--- config.mk ---
export PLATFORM = sky130hd
export DESIGN_NAME = core_inst_sequencer
export DESIGN_NICKNAME = d
export VERILOG_FILES = /design/src/rtl/core_inst_sequencer_pkg.sv /design/src/rtl/core_inst_sequencer_addr_gen.sv /design/src/rtl/core_inst_sequencer.sv
export SDC_FILE = /design/constraint.sdc
export NUM_CORES = 1
export LEC_CHECK = 0
export ABC_AREA = 0
export ABC_CLOCK_PERIOD_IN_PS = 11550
export CORE_AREA = 2 2 83 124
export CTS_BUF_LIST = sky130_fd_sc_hd__clkbuf_16
export DETAILED_ROUTE_END_ITERATION = 10
export DIE_AREA = 0 0 85 126
export PLACE_DENSITY_LB_ADDON = 0.05
export SETUP_SLACK_MARGIN = 0.5
export SLEW_MARGIN = 30
export SYNTH_ARGS = -nofsm -noshare
export SYNTH_HDL_FRONTEND = slang
export SYNTH_HIERARCHICAL = 1
export SYNTH_SLANG_ARGS = --single-unit
--- constraint.sdc ---
create_clock -name clk -period 11.55 [get_ports clk]
set_input_delay 2.31 -clock clk [delete_from_list [all_inputs] [get_ports clk]]
set_output_delay 2.31 -clock clk [all_outputs]
set_load 0.01 [all_outputs]
--- src/rtl/core_inst_sequencer_pkg.sv ---
// Shared definitions for the core instruction sequencer: FSM states, the bit
// positions of the 34-bit core instruction word, and its idle value.
package core_inst_sequencer_pkg;

    localparam int unsigned INST_W = 34;

    // Core instruction word bit map, MSB first.
    localparam int unsigned INST_ACC       = 33;
    localparam int unsigned INST_CEN_P     = 32;
    localparam int unsigned INST_WEN_P     = 31;
    localparam int unsigned INST_AP_MSB    = 30;
    localparam int unsigned INST_AP_LSB    = 20;
    localparam int unsigned INST_CEN_X     = 19;
    localparam int unsigned INST_WEN_X     = 18;
    localparam int unsigned INST_AX_MSB    = 17;
    localparam int unsigned INST_AX_LSB    = 7;
    localparam int unsigned INST_OFIFO_RD  = 6;
    localparam int unsigned INST_IFIFO_WR  = 5;
    localparam int unsigned INST_IFIFO_RD  = 4;
    localparam int unsigned INST_L0_RD     = 3;
    localparam int unsigned INST_L0_WR     = 2;
    localparam int unsigned INST_EXEC      = 1;
    localparam int unsigned INST_LOAD      = 0;

    // Both memories deselected and write-disabled, every strobe low.
    localparam logic [INST_W-1:0] INST_IDLE = 34'h1_800C_0000;

    typedef enum logic [3:0] {
        StIdle,
        StWL0,
        StWLoad,
        StWGap,
        StAL0,
        StExec,
        StDrain,
        StOfRd,
        StAcc,
        StFinish
    } seq_state_e;

    function automatic int unsigned max_u(input int unsigned a, input int unsigned b);
        return (a > b) ? a : b;
    endfunction

endpackage

--- src/rtl/core_inst_sequencer_addr_gen.sv ---
// Accumulation-pass psum address: output pixel o and kernel offset j map to the
// pmem slot holding that pixel's partial sum for kij j. Divisors are
// elaboration-time constants, so power-of-two sizes reduce to shifts/masks.
module seq_addr_gen
    import core_inst_sequencer_pkg::*;
#(
    parameter int unsigned NIJ   = 36,
    parameter int unsigned A_PAD = 6,
    parameter int unsigned O_DIM = 4,
    parameter int unsigned K_DIM = 3,
    parameter int unsigned AW    = 11,
    parameter int unsigned OW    = 4,
    parameter int unsigned JW    = 4
) (
    input  logic [OW-1:0] i_o,
    input  logic [JW-1:0] i_j,
    output logic [AW-1:0] o_addr
);

    logic [31:0] w_o;
    logic [31:0] w_j;
    logic [31:0] w_pix;
    logic [31:0] w_kofs;

    assign w_o    = 32'(i_o);
    assign w_j    = 32'(i_j);
    // Top-left padded pixel of the output window, then kernel shift plus kij bank.
    assign w_pix  = (w_o / O_DIM) * A_PAD + (w_o % O_DIM);
    assign w_kofs = (w_j / K_DIM) * A_PAD + (w_j % K_DIM) + w_j * NIJ;
    assign o_addr = AW'(w_pix + w_kofs);

endmodule

--- src/rtl/core_inst_sequencer.sv ---
// Core instruction sequencer: walks every kernel offset through weight load,
// activation fill, execute, drain and OFIFO write-back, then optionally runs the
// psum accumulation pass. The instruction word is registered.
module core_inst_sequencer
    import core_inst_sequencer_pkg::*;
#(
    parameter int unsigned ROW    = 8,
    parameter int unsigned COL    = 8,
    parameter int unsigned NIJ    = 36,
    parameter int unsigned A_PAD  = 6,
    parameter int unsigned O_DIM  = 4,
    parameter int unsigned K_DIM  = 3,
    parameter int unsigned W_BASE = 'h400,
    parameter int unsigned AW     = 11,
    parameter int unsigned GAP    = 10
) (
    input  logic              clk,
    input  logic              reset_n,
    input  logic              start,
    input  logic              acc_en,
    input  logic              l0_full,
    input  logic              ofifo_valid,
    output logic [INST_W-1:0] inst,
    output logic              busy,
    output logic              done,
    output logic [3:0]        kij_idx,
    output logic              acc_valid
);

    localparam int unsigned KIJ  = K_DIM * K_DIM;
    localparam int unsigned ONIJ = O_DIM * O_DIM;
    localparam int unsigned TMAX = max_u(max_u(NIJ, ROW + COL), max_u(GAP, COL));
    localparam int unsigned TW   = (TMAX > 1) ? $clog2(TMAX) : 1;
    localparam int unsigned OW   = (ONIJ > 1) ? $clog2(ONIJ) : 1;
    localparam int unsigned JW   = $clog2(KIJ + 1);

    seq_state_e        r_state;
    seq_state_e        w_state_d;
    logic [TW-1:0]     r_t;
    logic [TW-1:0]     w_t_d;
    logic [TW-1:0]     w_t_inc;
    logic [3:0]        r_kij;
    logic [3:0]        w_kij_d;
    logic [3:0]        w_kij_inc;
    logic [AW-1:0]     r_wptr;
    logic [AW-1:0]     w_wptr_d;
    logic [OW-1:0]     r_o;
    logic [OW-1:0]     w_o_d;
    logic [JW-1:0]     r_j;
    logic [JW-1:0]     w_j_d;
    logic [INST_W-1:0] r_inst;
    logic [INST_W-1:0] w_inst;
    logic              r_busy;
    logic              r_done;
    logic              r_trail;
    logic              w_trail;
    logic              r_acc_valid;
    logic [AW-1:0]     w_w_addr;
    logic [AW-1:0]     w_acc_addr;

    assign w_t_inc   = r_t + TW'(1);
    assign w_kij_inc = r_kij + 4'd1;
    assign w_w_addr  = AW'(W_BASE) + AW'(r_kij) * AW'(COL) + AW'(r_t);

    seq_addr_gen #(
        .NIJ   (NIJ),
        .A_PAD (A_PAD),
        .O_DIM (O_DIM),
        .K_DIM (K_DIM),
        .AW    (AW),
        .OW    (OW),
        .JW    (JW)
    ) u_addr_gen (
        .i_o    (r_o),
        .i_j    (r_j),
        .o_addr (w_acc_addr)
    );

    // Next state, counters and the instruction word for the current phase.
    always_comb begin
        w_state_d = r_state;
        w_t_d     = r_t;
        w_kij_d   = r_kij;
        w_wptr_d  = r_wptr;
        w_o_d     = r_o;
        w_j_d     = r_j;
        w_trail   = 1'b0;
        w_inst    = INST_IDLE;
        // The input FIFO path is not used by this sequencer.
        w_inst[INST_IFIFO_WR] = 1'b0;
        w_inst[INST_IFIFO_RD] = 1'b0;

        case (r_state)
            StIdle: begin
                if (start) begin
                    w_state_d = StWL0;
                    w_t_d     = '0;
                    w_kij_d   = '0;
                    w_wptr_d  = '0;
                    w_o_d     = '0;
                    w_j_d     = '0;
                end
            end
            StWL0: begin
                // A full L0 stalls the fetch: no read, no write, t held.
                if (!l0_full) begin
                    w_inst[INST_CEN_X]                = 1'b0;
                    w_inst[INST_AX_MSB:INST_AX_LSB]   = w_w_addr;
                    w_inst[INST_L0_WR]                = 1'b1;
                    if (r_t == TW'(COL - 1)) begin
                        w_t_d     = '0;
                        w_state_d = StWLoad;
                    end else begin
                        w_t_d = w_t_inc;
                    end
                end
            end
            StWLoad: begin
                w_inst[INST_L0_RD] = 1'b1;
                w_inst[INST_LOAD]  = 1'b1;
                if (r_t == TW'(COL - 1)) begin
                    w_t_d     = '0;
                    w_state_d = StWGap;
                end else begin
                    w_t_d = w_t_inc;
                end
            end
            StWGap: begin
                if (r_t == TW'(GAP - 1)) begin
                    w_t_d     = '0;
                    w_state_d = StAL0;
                end else begin
                    w_t_d = w_t_inc;
                end
            end
            StAL0: begin
                if (!l0_full) begin
                    w_inst[INST_CEN_X]              = 1'b0;
                    w_inst[INST_AX_MSB:INST_AX_LSB] = AW'(r_t);
                    w_inst[INST_L0_WR]              = 1'b1;
                    if (r_t == TW'(NIJ - 1)) begin
                        w_t_d     = '0;
                        w_state_d = StExec;
                    end else begin
                        w_t_d = w_t_inc;
                    end
                end
            end
            StExec: begin
                w_inst[INST_L0_RD] = 1'b1;
                w_inst[INST_EXEC]  = 1'b1;
                if (r_t == TW'(NIJ - 1)) begin
                    w_t_d     = '0;
                    w_state_d = StDrain;
                end else begin
                    w_t_d = w_t_inc;
                end
            end
            StDrain: begin
                w_inst[INST_L0_RD] = 1'b1;
                if (r_t == TW'(ROW + COL - 1)) begin
                    w_t_d     = '0;
                    w_state_d = StOfRd;
                end else begin
                    w_t_d = w_t_inc;
                end
            end
            StOfRd: begin
                // Only pop/write when a complete row is present; otherwise hold.
                if (ofifo_valid) begin
                    w_inst[INST_OFIFO_RD]           = 1'b1;
                    w_inst[INST_CEN_P]              = 1'b0;
                    w_inst[INST_WEN_P]              = 1'b0;
                    w_inst[INST_AP_MSB:INST_AP_LSB] = r_wptr;
                    w_wptr_d                        = r_wptr + AW'(1);
                    if (r_t == TW'(NIJ - 1)) begin
                        w_t_d   = '0;
                        w_kij_d = w_kij_inc;
                        if (32'(w_kij_inc) < KIJ) begin
                            w_state_d = StWL0;
                        end else if (acc_en) begin
                            w_state_d = StAcc;
                        end else begin
                            w_state_d = StFinish;
                        end
                    end else begin
                        w_t_d = w_t_inc;
                    end
                end
            end
            StAcc: begin
                if (r_j != JW'(KIJ)) begin
                    w_inst[INST_CEN_P]              = 1'b0;
                    w_inst[INST_AP_MSB:INST_AP_LSB] = w_acc_addr;
                    w_inst[INST_ACC]                = (r_j != '0);
                    w_j_d                           = r_j + JW'(1);
                end else begin
                    // Trailing cycle lets the SFU add the last read.
                    w_inst[INST_ACC] = 1'b1;
                    w_trail          = 1'b1;
                    w_j_d            = '0;
                    if (r_o == OW'(ONIJ - 1)) begin
                        w_o_d     = '0;
                        w_state_d = StFinish;
                    end else begin
                        w_o_d = r_o + OW'(1);
                    end
                end
            end
            StFinish: begin
                w_state_d = StIdle;
            end
            default: begin
                w_state_d = StIdle;
            end
        endcase
    end

    // State, counters and registered outputs; reset aborts any run in flight.
    always_ff @(posedge clk or negedge reset_n) begin
        if (!reset_n) begin
            r_state     <= StIdle;
            r_t         <= '0;
            r_kij       <= '0;
            r_wptr      <= '0;
            r_o         <= '0;
            r_j         <= '0;
            r_inst      <= INST_IDLE;
            r_busy      <= 1'b0;
            r_done      <= 1'b0;
            r_trail     <= 1'b0;
            r_acc_valid <= 1'b0;
        end else begin
            r_state     <= w_state_d;
            r_t         <= w_t_d;
            r_kij       <= w_kij_d;
            r_wptr      <= w_wptr_d;
            r_o         <= w_o_d;
            r_j         <= w_j_d;
            r_inst      <= w_inst;
            r_busy      <= (w_state_d != StIdle);
            r_done      <= (r_state == StFinish);
            r_trail     <= w_trail;
            r_acc_valid <= r_trail;
        end
    end

    assign inst      = r_inst;
    assign busy      = r_busy;
    assign done      = r_done;
    assign kij_idx   = r_kij;
    assign acc_valid = r_acc_valid;

endmodule

Yosys cells after proc, flatten, opt, wreduce, memory -nomap -nowiden
Index checks and enable logic that the tools add are counted.
{"block": "word_totals", "elab_cells": 120, "inputBits": 6, "register_bits": 68}
{"block": "op_classes", "n_mul": 3, "div_mod_pow": 2, "n_eq_ne": 21, "add_sub_neg": 11, "n_reduce_logical": 13, "n_lt_le_gt_ge": 1, "mux": 58}
{"operator": "$mux W4", "count": 20}
{"operator": "$pmux W11 S2", "count": 3}
{"operator": "$mux W6", "count": 9}
{"operator": "$pmux W6 S8", "count": 1}
{"operator": "$mux W11", "count": 4}
{"operator": "$pmux W4 S9", "count": 1}
{"operator": "$add A11 B11 Y11", "count": 3}
{"operator": "$div A4 B2 Y32 const B", "count": 1}
{"operator": "$mod A4 B2 Y32 const B", "count": 1}
{"operator": "$mul A32 B2 Y10 const B", "count": 1}
{"operator": "$pmux W4 S2", "count": 3}
{"operator": "$eq A4 B3 Y1 const B", "count": 4}
{"operator": "$mux W1", "count": 15}
{"operator": "$mux W13", "count": 1}
{"operator": "$add A4 B1 Y4 const B", "count": 3}
{"operator": "$eq A4 B4 Y1 const B", "count": 3}
{"operator": "$eq A6 B4 Y1 const B", "count": 2}
{"operator": "$ne A2 B2 Y1 const B", "count": 6}
{"operator": "$add A11 B1 Y11 const B", "count": 1}
{"operator": "$add A11 B2 Y11", "count": 1}
{"operator": "$add A11 B6 Y11", "count": 1}
{"operator": "$add A11 B7 Y11 const A", "count": 1}
{"operator": "$eq A4 B2 Y1 const B", "count": 2}
{"operator": "$mul A4 B4 Y8 const B", "count": 1}
{"operator": "18 further kinds", "count": 21}

Logic depth before layout (Yosys ltp)
{"block": "logic_depth", "depth_word": 7, "depth_mapped": 26}

By module
Netlist, hierarchy kept.
{"module": "core_inst_sequencer", "seq_area_each_um2": 1655.3, "cells_per_inst": 335, "area_each_um2": 3404.5, "n_inst": 1}
{"module": "seq_addr_gen", "seq_area_each_um2": 0.0, "cells_per_inst": 152, "area_each_um2": 1292.5, "n_inst": 1}

Worst setup path after synthesis
No wires, ideal clock.
{"block": "synth_path", "path_type": "register to register", "startpoint": "register r_j[2]", "endpoint": "register r_inst[29], in the netlist inst[29]", "path_buffers": 1, "arrival_time_ps": 5615, "synth_period_minus_slack_ps": 5736, "path_slack_ps": 5814, "setup_ps": 121, "required_time_ps": 11429, "path_stages_with_launch": 27, "path_cell_list": "dfrtp_1 > and2b_1 > ha_1 > ha_1 > buf_2 > inv_1 > nand3_1 > a21oi_1 > ha_1 > or3_4 > nor3_4 > inv_1 > ha_1 > inv_1 > fa_1 > inv_1 > fa_1 > inv_1 > fa_1 > inv_1 > ha_1 > a21o_1 > a211oi_1 > nor2_1 > o41ai_1 > xnor2_1 > a22o_1"}
{"block": "synth_via", "elab_chain_len": 7, "word_cells_on_any_way": 10, "classes_between": "add/sub (3); mul (2); div (2); eq/ne (1); mux (2)"}
{"item": "start: declaration", "line": "core_inst_sequencer.sv:49", "source": "logic [JW-1:0] r_j;"}
{"item": "start signal: assignment", "line": "core_inst_sequencer.sv:239", "source": "r_j <= w_j_d;"}
{"item": "$div A4 B2 Y32", "line": "core_inst_sequencer_addr_gen.sv:29", "source": "assign w_kofs = (w_j / K_DIM) * A_PAD + (w_j % K_DIM) + w_j * NIJ;"}
{"item": "$mul A32 B2 Y10", "line": "core_inst_sequencer_addr_gen.sv:29"}
{"item": "$add A11 B11 Y11", "line": "core_inst_sequencer_addr_gen.sv:29"}
{"item": "$add A11 B11 Y11 *", "line": "core_inst_sequencer_addr_gen.sv:29"}
{"item": "$add A11 B11 Y11 *", "line": "core_inst_sequencer_addr_gen.sv:30", "source": "assign o_addr = AW'(w_pix + w_kofs);"}
{"item": "via w_acc_addr[9]", "line": "core_inst_sequencer.sv:59", "source": "logic [AW-1:0] w_acc_addr;"}
{"item": "$mux W11 *", "line": "core_inst_sequencer.sv:192", "source": "if (r_j != JW'(KIJ)) begin"}
{"item": "$pmux W11 S2 *", "line": "core_inst_sequencer.sv:93", "source": "case (r_state)"}
{"item": "via w_inst[29]", "line": "core_inst_sequencer.sv:52", "source": "logic [INST_W-1:0] w_inst;"}
{"item": "end signal: assignment", "line": "core_inst_sequencer.sv:240", "source": "r_inst <= w_inst;"}
{"item": "end: declaration", "line": "core_inst_sequencer.sv:51", "source": "logic [INST_W-1:0] r_inst;"}
The timed path passes the listed nets; every way through them passes the cells marked *.
A chain may end at the register's enable or synchronous reset.

Final worst setup path
{"block": "layout_path", "startpoint": "register r_j[2]", "endpoint": "register r_inst[30], in the netlist inst[30]"}
The elaborated chain is that of the path after synthesis.

==> reports/metrics.cfg <==
[die]
coreArea_mm2 = 0.009634
die_x_um = 85
rows = 44
start_util_pct = 48.75
io_pins = 47
die_h_um = 126
die_area_mm2 = 0.01071

[sta]
fin_tns_setup_ps = 0
setup_viol = 0
period_minus_slack_ps = 6343
finalClockSkew_ps = 6.611
max_clock_freq_ghz = 0.1576
fin_crit_sh_pct = 54.92
hold_viol = 0
tightest_slew_ps = 847.4
finalMaxSlewViolations = 0
relSlewSlack_pct = 43.51
rsz0062_at_grt = false

[synth]
synth_top_family_by_area = simple AND/OR/NAND/NOR gates
synth-simple-area-share_pct = 20.83
synth.top_cell.area_share_pct = 33.56
synthFlopType = dfrtp_1
synth_mux_area_share_pct = 1.865
synth_compound_area_share_pct = 15.48
synth_cell_types = 80
synth_edf_count = 0
syn-cell-area_mm2 = 0.004697
synth_xor_xnor_area_share_pct = 4.662
synth_fa_ha_area_share_pct = 15.77
ys_ff_latch = 66
synth.avg_cell_area_um2 = 9.645
synth_top_area_cell = dfrtp_1
synthCells = 487
async_flop_share_pct = 100.0
synth_area_leaders = dfrtp_1, ha_1, fa_1, xnor2_1, nand2_1
ys_seq_area_share_pct = 35.24
yosys_warnings = 6

[grt]
antenna_found_initial = 0
first_global_vias = 3756
overflow = 0
grt_pass1_wl_um = 18040
grt_max_degree = 67
grtUsageTotal_pct = 21.15

[routing]
drt-pass1-iter-count = 4
wl_per_cell_um = 16.90
wirelength_um = 10820
vias = 3671
drtIter0Drc = 143
drcViolationCount = 0
antenna_left = 0
via_per_inst = 5.736

[run_status]
outcome = finished clean

[setup_path]
cp_data_arrival_time_ps = 6560
reg2regPathDepth = 25
end_kind = flop
reg2reg_from = r_j[2]$_DFFE_PN0P_
worstPathMaxFanout = 16
startpoint_type = flop
required_ps = 11770
worstSetupPathType = reg2reg
cp-startpoint = r_j[2]$_DFFE_PN0P_

[layout]
area_delta_synth_final_pct = 15.29
insertedDiodeCount = 0
finalNetCount = 578
drive_gt1_share_pct = 8.762
finalInstanceArea_mm2 = 0.005415
layout.cells.non_filler = 640

[clock_tree]
hold_buffers = 0
cts_setup_buffers = 0
worst_skew_pair.late_latency_ps = 330
cts.clk_slew.worst_paths_ps = 60
post_cts_resized = 0
tritoncts_num_sinks = 66
cts_tree = done
cts-root-buf = clkbuf_16
cts_buffers = 9
cts.htree.levels = 3
clk_path_buf_depth = 2

[placement]
place_inst = 624
dpl_cell_area_mm2 = 0.005119
numPortBuffers = 41
dp_hpwl_um = 8184
routabilityCongestion = 0.9265

[run]
maxCapViolCount = 0

[worst_hold_path]
hp-class = reg2reg
hold_depth = 0
min_from = r_trail$_DFF_PN0_

[pwr]
power.leakage_nw = 2.516
p_total_w = 0.0008126
powerDensity_mw_per_mm2 = 150.1
vdd_drop_max_mv = 0.1155

-- registers in the layout (all words and copies together), names as in the netlist --
signal	cells
inst	29
r_wptr	11
r_t	6
kij_idx	4
r_j	4
r_o	4
r_state	4
acc_valid	1
busy	1
done	1
r_trail	1
-- cell usage in the layout (no fill, tap or decap), types with 3 or more instances in the layout --
cell type	n
o21ai_0	23
and3_1	5
a32o_1	3
o211ai_1	3
conb_1	5
nand3_1	11
nand2_1	39
xor2_1	6
nand2b_1	11
nor4_1	6
clkdlybuf4s50_1	40
ha_1	40
o31ai_1	4
mux2i_1	5
clkbuf_16	9
nand4b_1	3
dfstp_2	3
inv_1	37
nor2b_1	3
xnor2_1	19
fa_1	12
a21o_1	4
or2_2	3
nor2_1	37
o22ai_1	3
nand4_1	4
nor2_2	3
nor3_1	17
a211oi_1	3
a21oi_1	18
and2_1	4
a22o_1	15
dfrtp_1	63
nor3b_1	5
-- cells in the mapped netlist (all sizes together) (4+ instances only) --
master	instances
a211oi	5
a21o	4
a21oi	19
a22o	15
and2	4
and3	5
buf	21
dfrtp	63
fa	12
ha	40
inv	36
mux2i	5
nand2	40
nand2b	11
nand3	12
nand4	4
nor2	41
nor2b	5
nor3	19
nor3b	5
nor4	6
o21ai	24
o31ai	4
or2	5
xnor2	19
xor2	6
-- through the flow --
step	utilization [%]	hold WS (ps)	setup slack, ps
CTS	56.21	349.1	5184
global route	56.21	355.2	4649
floorplan	-	331.2	5814
detailed placement	53.13	337.1	5214
global placement	53.13	339.6	5401
finish	56.21	346.7	5207
-- worst paths after layout --
kind	end	slack [ps]
min	acc_valid$_DFF_PN0_	350
max	inst[30]$_DFF_PN0_	5210
max reg2reg	inst[30]$_DFF_PN0_	5210
min in group asynchronous	inst[17]$_DFF_PN0_	2160
min reg2reg	acc_valid$_DFF_PN0_	350
max in group asynchronous	acc_valid$_DFF_PN0_	8830
-- layout make-up --
type                       instances  area, um^2
timing repair buffer              42       412.9
inverter                          36       135.1
sequential                        66        1655
clock inverter                     7       71.32
multi-input combinational        365        2771
fill                             869        4219
tap                              115       143.9
clock buffer                       9       225.2
-- power breakdown --
part | internal, W | switching [W]
logic | 0.000108 | 0.000131
registers | 0.000261 | 0.0000430
clock network | 0.000166 | 0.000103
total | 0.000535 | 0.000277
-- worst max-delay path, stage by stage (launching register included) --
cell and delay (ps):
dfrtp_1 640, and2b_1 240, ha_1 280, ha_1 350
inv_1 140, nand3_1 220, a21oi_1 130, ha_1 290
or3_4 430, nor3_4 310, inv_1 80, ha_1 190
inv_1 70, fa_1 160, inv_1 50, fa_1 480
inv_1 60, fa_1 520, inv_1 70, fa_1 460
a21o_1 210, a211oi_1 230, nor2_1 100, o22ai_1 230
xnor2_1 110, a22o_1 210
-- per-layer routing --
layer | part of all wire (%) | vias to the layer above | track usage (%)
li1 | - | 1776 | -
met3 | 2.6 | 25 | 3.997
met4 | 3.8 | 0 | 10.64
met1 | 38 | 1805 | 22.77
met5 | 0 | - | 0
met2 | 55 | 65 | 38.65
-- cells by family after synthesis --
logic type      after synthesis
other cells                   2
buf+inv                      59
fa+ha+maj                    52
simple gates                175
compound gates              100
mux                           8
xor+xnor                     25
flops                        66
No activity file was read; power rests on OpenSTA's default activity.
